### src/rtl/count_capture_fifo.sv
// Timestamps rising edges of trig with the current count_in value and buffers them
// in a first-word-fall-through FIFO drained over valid/ready. Optional CAPTURE_DROP_CNT_EN adds a saturating drop counter.
module count_capture_fifo #(
  parameter int WIDTH = 8,
  parameter int DEPTH = 4,
  localparam int AW = $clog2(DEPTH)
) (
  input  logic             clk,
  input  logic             rst,
  input  logic [WIDTH-1:0] count_in,
  input  logic             trig,
  output logic             cap_valid,
  input  logic             cap_ready,
  output logic [WIDTH-1:0] cap_data,
  output logic [AW:0]      cap_level,
  output logic             overflow,
  input  logic             ovf_clr
`ifdef CAPTURE_DROP_CNT_EN
  ,
  output logic [7:0]       drop_cnt
`endif
);

  logic             trig_q;
  logic             trig_rise;
  logic             pop;
  logic             full;
  logic             push;
  logic             drop;
  logic [AW-1:0]    wr_ptr;
  logic [AW-1:0]    rd_ptr;
  logic [AW:0]      level_next;
  logic [WIDTH-1:0] mem [DEPTH];

  // trig_q resets high so a trigger already asserted through reset is not an edge.
  assign trig_rise = trig && !trig_q;
  assign pop       = cap_valid && cap_ready;
  assign full      = (cap_level == (AW+1)'(DEPTH));
  assign push      = trig_rise && (!full || pop);
  assign drop      = trig_rise && full && !pop;
  assign cap_data  = mem[rd_ptr];

  // NOTE: every signal gets a default first so this block can never infer a latch.
  always_comb begin
    level_next = cap_level;
    case ({push, pop})
      2'b10:   level_next = cap_level + 1'b1;
      2'b01:   level_next = cap_level - 1'b1;
      default: level_next = cap_level;
    endcase
  end

  // NOTE: state registers use non-blocking assignments so every reader sees pre-edge values.
  always_ff @(posedge clk) begin
    if (rst) begin
      trig_q    <= 1'b1;
      wr_ptr    <= '0;
      rd_ptr    <= '0;
      cap_level <= '0;
      cap_valid <= 1'b0;
      overflow  <= 1'b0;
    end else begin
      trig_q    <= trig;
      cap_level <= level_next;
      cap_valid <= (level_next != '0);
      if (push) wr_ptr <= wr_ptr + 1'b1;
      if (pop)  rd_ptr <= rd_ptr + 1'b1;
      // A drop in the same cycle as a clear wins.
      if (drop)         overflow <= 1'b1;
      else if (ovf_clr) overflow <= 1'b0;
    end
  end

  // NOTE: storage carries no reset; entries are only meaningful between rd_ptr and wr_ptr.
  always_ff @(posedge clk) begin
    if (push) mem[wr_ptr] <= count_in;
  end

`ifdef CAPTURE_DROP_CNT_EN
  always_ff @(posedge clk) begin
    if (rst)                     drop_cnt <= 8'd0;
    else if (ovf_clr)            drop_cnt <= drop ? 8'd1 : 8'd0;
    else if (drop && drop_cnt != 8'hFF) drop_cnt <= drop_cnt + 8'd1;
  end
`endif

endmodule

### config.mk
export PLATFORM = sky130hd
export DESIGN_NAME = count_capture_fifo
export DESIGN_NICKNAME = d
export VERILOG_FILES = /design/src/rtl/count_capture_fifo.sv
export SDC_FILE = /design/constraint.sdc
export NUM_CORES = 1
export LEC_CHECK = 0
export BUFFER_PORTS_ARGS = -buffer_cell sky130_fd_sc_hd__buf_2
export CORE_MARGIN = 8
export CORE_UTILIZATION = 50
export CTS_CLUSTER_DIAMETER = 30
export DETAILED_ROUTE_END_ITERATION = 8
export HOLD_SLACK_MARGIN = 0.1
export PLACE_DENSITY = 0.79
export SYNTH_ARGS = -nofsm -noshare
export SYNTH_HDL_FRONTEND = slang
export SYNTH_SLANG_ARGS = --single-unit
### constraint.sdc
create_clock -name clk -period 3.2 [get_ports clk]
set_input_delay 0.32 -clock clk [delete_from_list [all_inputs] [get_ports clk]]
set_output_delay 0.32 -clock clk [all_outputs]
set_load 0.05 [all_outputs]
Word-level counts from Yosys, hierarchy flattened
Memories as Yosys holds them, arrays and structs flattened. A register that Yosys moved wholly into a read port is not among the register bits. Cells that the tools add are included.

Register bits after elaboration: 10. Memory bits (writable): 32. Output and inout port bits: 13. Memories: 1.

Memory list: mem (words 4, bits a word 8, read ports 1, clocked after memory_dff 1, write ports 1, RTL line 33) `logic [WIDTH-1:0] mem [DEPTH];`.

$add $sub $neg: 4. Equal/unequal tests: 3. Mux-type cells: 7. Reduce and logical (&&, ||, !) cells: 11.

Operators by type and width (count): $pmux 3 s2 (1); $logic_and 1x1->1 (5); $add 2x1->2 const B (2); $mux 1 (4); $mux 2 (2); $add 3x1->3 const B (1); $eq 3x3->1 const B (1); $logic_not 1->1 (3); $reduce_bool 3->1 (1); $sub 3x1->3 const B (1); $eq 2x1->1 const B (1); $eq 2x2->1 const B (1); $reduce_bool 2->1 (1); $logic_or 1x1->1 (1).

Depth between registers and ports, before layout
Word-level depth: 7. Gate-level depth with buffers: 9. Mapped depth without buffers: 8.

Least setup slack after synthesis
OpenSTA, ideal clock, no wires.

Path type: register to register. From: register cap_valid. To: register cap_valid. Data arrival time: 2.315 ns. Data required time: 3.086 ns. Slack: 0.771 ns. Cell stages (with the launch flop): 10. Period minus slack after synthesis: 2.429 ns. Path through: dfxtp_1 -> and2_1 -> clkbuf_4 -> nand2_1 -> inv_1 -> fa_1 -> or3b_2 -> nor4_1 -> or4_4 -> a21o_1.

Cells in the longest elaborated chain, start to end: 6. Elaborated cells between the ends (all ways): 7. Those cells by class: eq/ne (2); mux (1); reduce/logical (4).

RTL lines: start, declared (RTL line 12) `output logic cap_valid,`; start signal, assigned (RTL line 65) `cap_valid <= (level_next != '0);`; $logic_and 1x1->1 (*) (RTL line 37) `assign pop = cap_valid && cap_ready;`; $logic_or 1x1->1 (RTL line 39) `assign push = trig_rise && (!full || pop);`; $logic_and 1x1->1 (RTL line 39); $eq 2x1->1 or $eq 2x2->1 (tied branches) (RTL line 46) `case ({push, pop})`; $pmux 3 s2 (*) (RTL line 46); $reduce_bool 3->1 (*) (RTL line 65).

Every way passes the cells marked *; elsewhere a longest branch is shown, timed or not. A chain may end at the register's enable or synchronous reset.

Worst setup path after layout
Ends and elaborated chain as after synthesis.

==> reports/results.tsv <==
metric	value	unit
post-CTS setup buffer count	0	
number of vias per cell	5.32	
CTS tree	done	
Netlist cell types	35	
Critical R2R Launch	cap_valid$_SDFF_PP0_	
Fmax achieved	447	MHz
later-pin clock latency in the skew report	0.34	ns
fin cells	187	
crit share post-route	69.9	%
top routing layer in use	met4	
Fillers	275	
largest net degree at the start of global routing	15	
area of the multi-input gates	539	um^2
count of pins over their slew limit	0	
ANT nets after route	0	
Critical Path Start	cap_valid$_SDFF_PP0_	
I/O pins	26	
WS Path Type	flip-flop to flip-flop	
die width	75.8	um
HP Class	input port to flip-flop	
Mapped Nets	130	
vias in the first global route	1013	
CP Cell Sequence	and2_1 -> nand2_1 -> inv_1 -> fa_1 -> or3b_2 -> nor4_1 -> or4_4 -> a21o_1	
maximum vdd ir drop	276	uV
worst endpoint required time	3.45	ns
via count	994	
die area	5740	um^2
FF+latch count, synth	44	
Post-synth EDFFs	32	
Crit-path slowest cell	or4_4	
Slew Limit Headroom	62.4	%
metal3 WL	143	um
arrival time worst endpoint	2.48	ns
post-CTS sizing	0	
Met1 Wirelength	1240	um
NumNets Final	158	
worst slew pin tran	0.563	ns
Initial DRC Count	48	
final setup fails	0	
total negative setup slack	0	ns
register-to-register path setup slack	0.96	ns
crit-path max cell delay	0.52	ns
Clk pin slew, worst setup/hold paths	0.12	ns
pwr dens	629	nW/um^2
hold path startpoint	count_in[2]	
DP Area	1940	um^2
Fin. Hold Viols	0	
post-DP HPWL	2210	um
Placed Cells	179	
Top FF cell, synth	edfxtp_1	
fin area	2020	um^2
Layout Skew	0.00805	ns
crit end category	flip-flop	
Row Count	21	
# diodes	0	
CP max FO	6	
CTS Hold Bufs	0	
initial antenna violation count	0	
DR pass1 iterations	4	
WL met2	1610	um
register area share after synthesis	67.2	%
DP Worst Slack	0.874	ns
DRC Markers	0	
clk sinks	44	
status	finished, final reports clean	
yosys warns	0	
routed len/inst	16.2	um
RSZ-0062 raised after global routing	false	
clock tree buffer depth	2	
Core Region	3390	um^2
die height	75.8	um
Post-synth ARST share	0	%
Final WS setup	0.963	ns
DRT Wirelength	3030	um
Starting Density	52.7	%
first-pass GRT wire length	4750	um
GRT Residual Overflow	0	
root buf cell	clkbuf_4	
GP Congestion	0.759	
post-route minimum period	2.24	ns
H-tree depth	2	
Critical Path Start Type	flip-flop	
Synth Instances	112	
mean post-synth cell area	16.0	um^2
GRT Total Usage	11.4	%
Port Buffers	25	
layout cells sized above 1	31.9	%
TritonCTS buffer count	5	
Register Area	1200	um^2
area added between synthesis and finish	13.2	%
Post-Syn Area	1790	um^2
maxcap violations	0	
Leakage	0.732	nW
per-stage QoR:
| step | power (mW) | utilization [%] | hold WS (ns) |
|---|---|---|---|
| after floorplan | 0.911 | - | 0.419 |
| after global placement | 0.961 | 57.3 | 0.465 |
| after detailed placement | 0.973 | 57.3 | 0.483 |
| after CTS | 1.28 | 59.7 | 0.174 |
| after global routing | 1.32 | 59.7 | 0.165 |
| final | 1.27 | 59.7 | 0.187 |
state kept, by name, indices dropped and copies added, names as in the netlist, named ones only:
register   flops
cap_valid      1
overflow       1
wr_ptr         2
mem           32
rd_ptr         2
trig_q         1
cap_level      3
worst max-delay path, delay by kind of cell, from the launching register on:
family                   cells  cell delay [ns]
AND/OR/NAND/NOR              5             1.13
adder cells (fa/ha/maj)      1             0.43
flip-flops                   1             0.34
AO/OA/AOI/OAI                1             0.16
buffers and inverters        1             0.10
final cells by class:
class	count	area share, %
clock buffer	7	3.77
clock inverter	1	0.186
inverter	5	0.928
multi-input combinational	59	26.7
sequential	44	59.4
tap	46	2.85
timing repair buffer	25	6.19
path summary, 6_finish.rpt:
check                          end  cells after the start
max           cap_valid$_SDFF_PP0_                      8
min            mem[1][2]$_DFFE_PP_                      1
max reg2reg   cap_valid$_SDFF_PP0_                      8
min reg2reg  overflow$_SDFFE_PP0P_                      2
power breakdown:
part	internal [mW]	total (mW)	switching, mW
clock network	0.152	0.316	0.163
registers	0.639	0.678	0.0388
logic	0.0974	0.279	0.182
total	0.889	1.27	0.384
logic make-up after synthesis:
| logic type | count (synthesis) | share of synthesized area (%) |
|---|---|---|
| multiplexers | 9 | 10.6 |
| buffers and inverters | 9 | 2.59 |
| adder cells (fa/ha/maj) | 5 | 3.92 |
| XOR/XNOR | 3 | 1.47 |
| flip-flops | 44 | 67.2 |
| AO/OA/AOI/OAI | 10 | 3.78 |
| AND/OR/NAND/NOR | 32 | 10.4 |
synth_stat cells, types with 2 or more instances:
cell      number  share of area (%)
nand2_1        4               0.84
dfxtp_1       12                 13
nor3_1         4                1.1
ha_1           4                2.8
inv_1          5                1.1
edfxtp_1      32                 54
o21ai_0        2               0.56
and2b_1        2               0.84
nor2_1         7                1.5
mux4_2         8                 10
a21oi_1        2               0.56
xnor2_1        2               0.98
and2_1         5                1.8
nand3_1        2               0.56
cell usage in the layout, fill, tap and decap left out, types with 5 or more instances in the layout:
cell type,instances
nor2_1,7
edfxtp_1,32
clkbuf_4,5
buf_2,25
mux4_2,8
dfxtp_1,12
and2_1,5
inv_1,5
metal layers:
metal	GRT usage (%)	vias up
met5	0	-
met4	4.48	0
li1	-	477
met1	13.3	491
met2	19.3	21
met3	3.29	5
No activity file was read; power rests on OpenSTA's default activity.
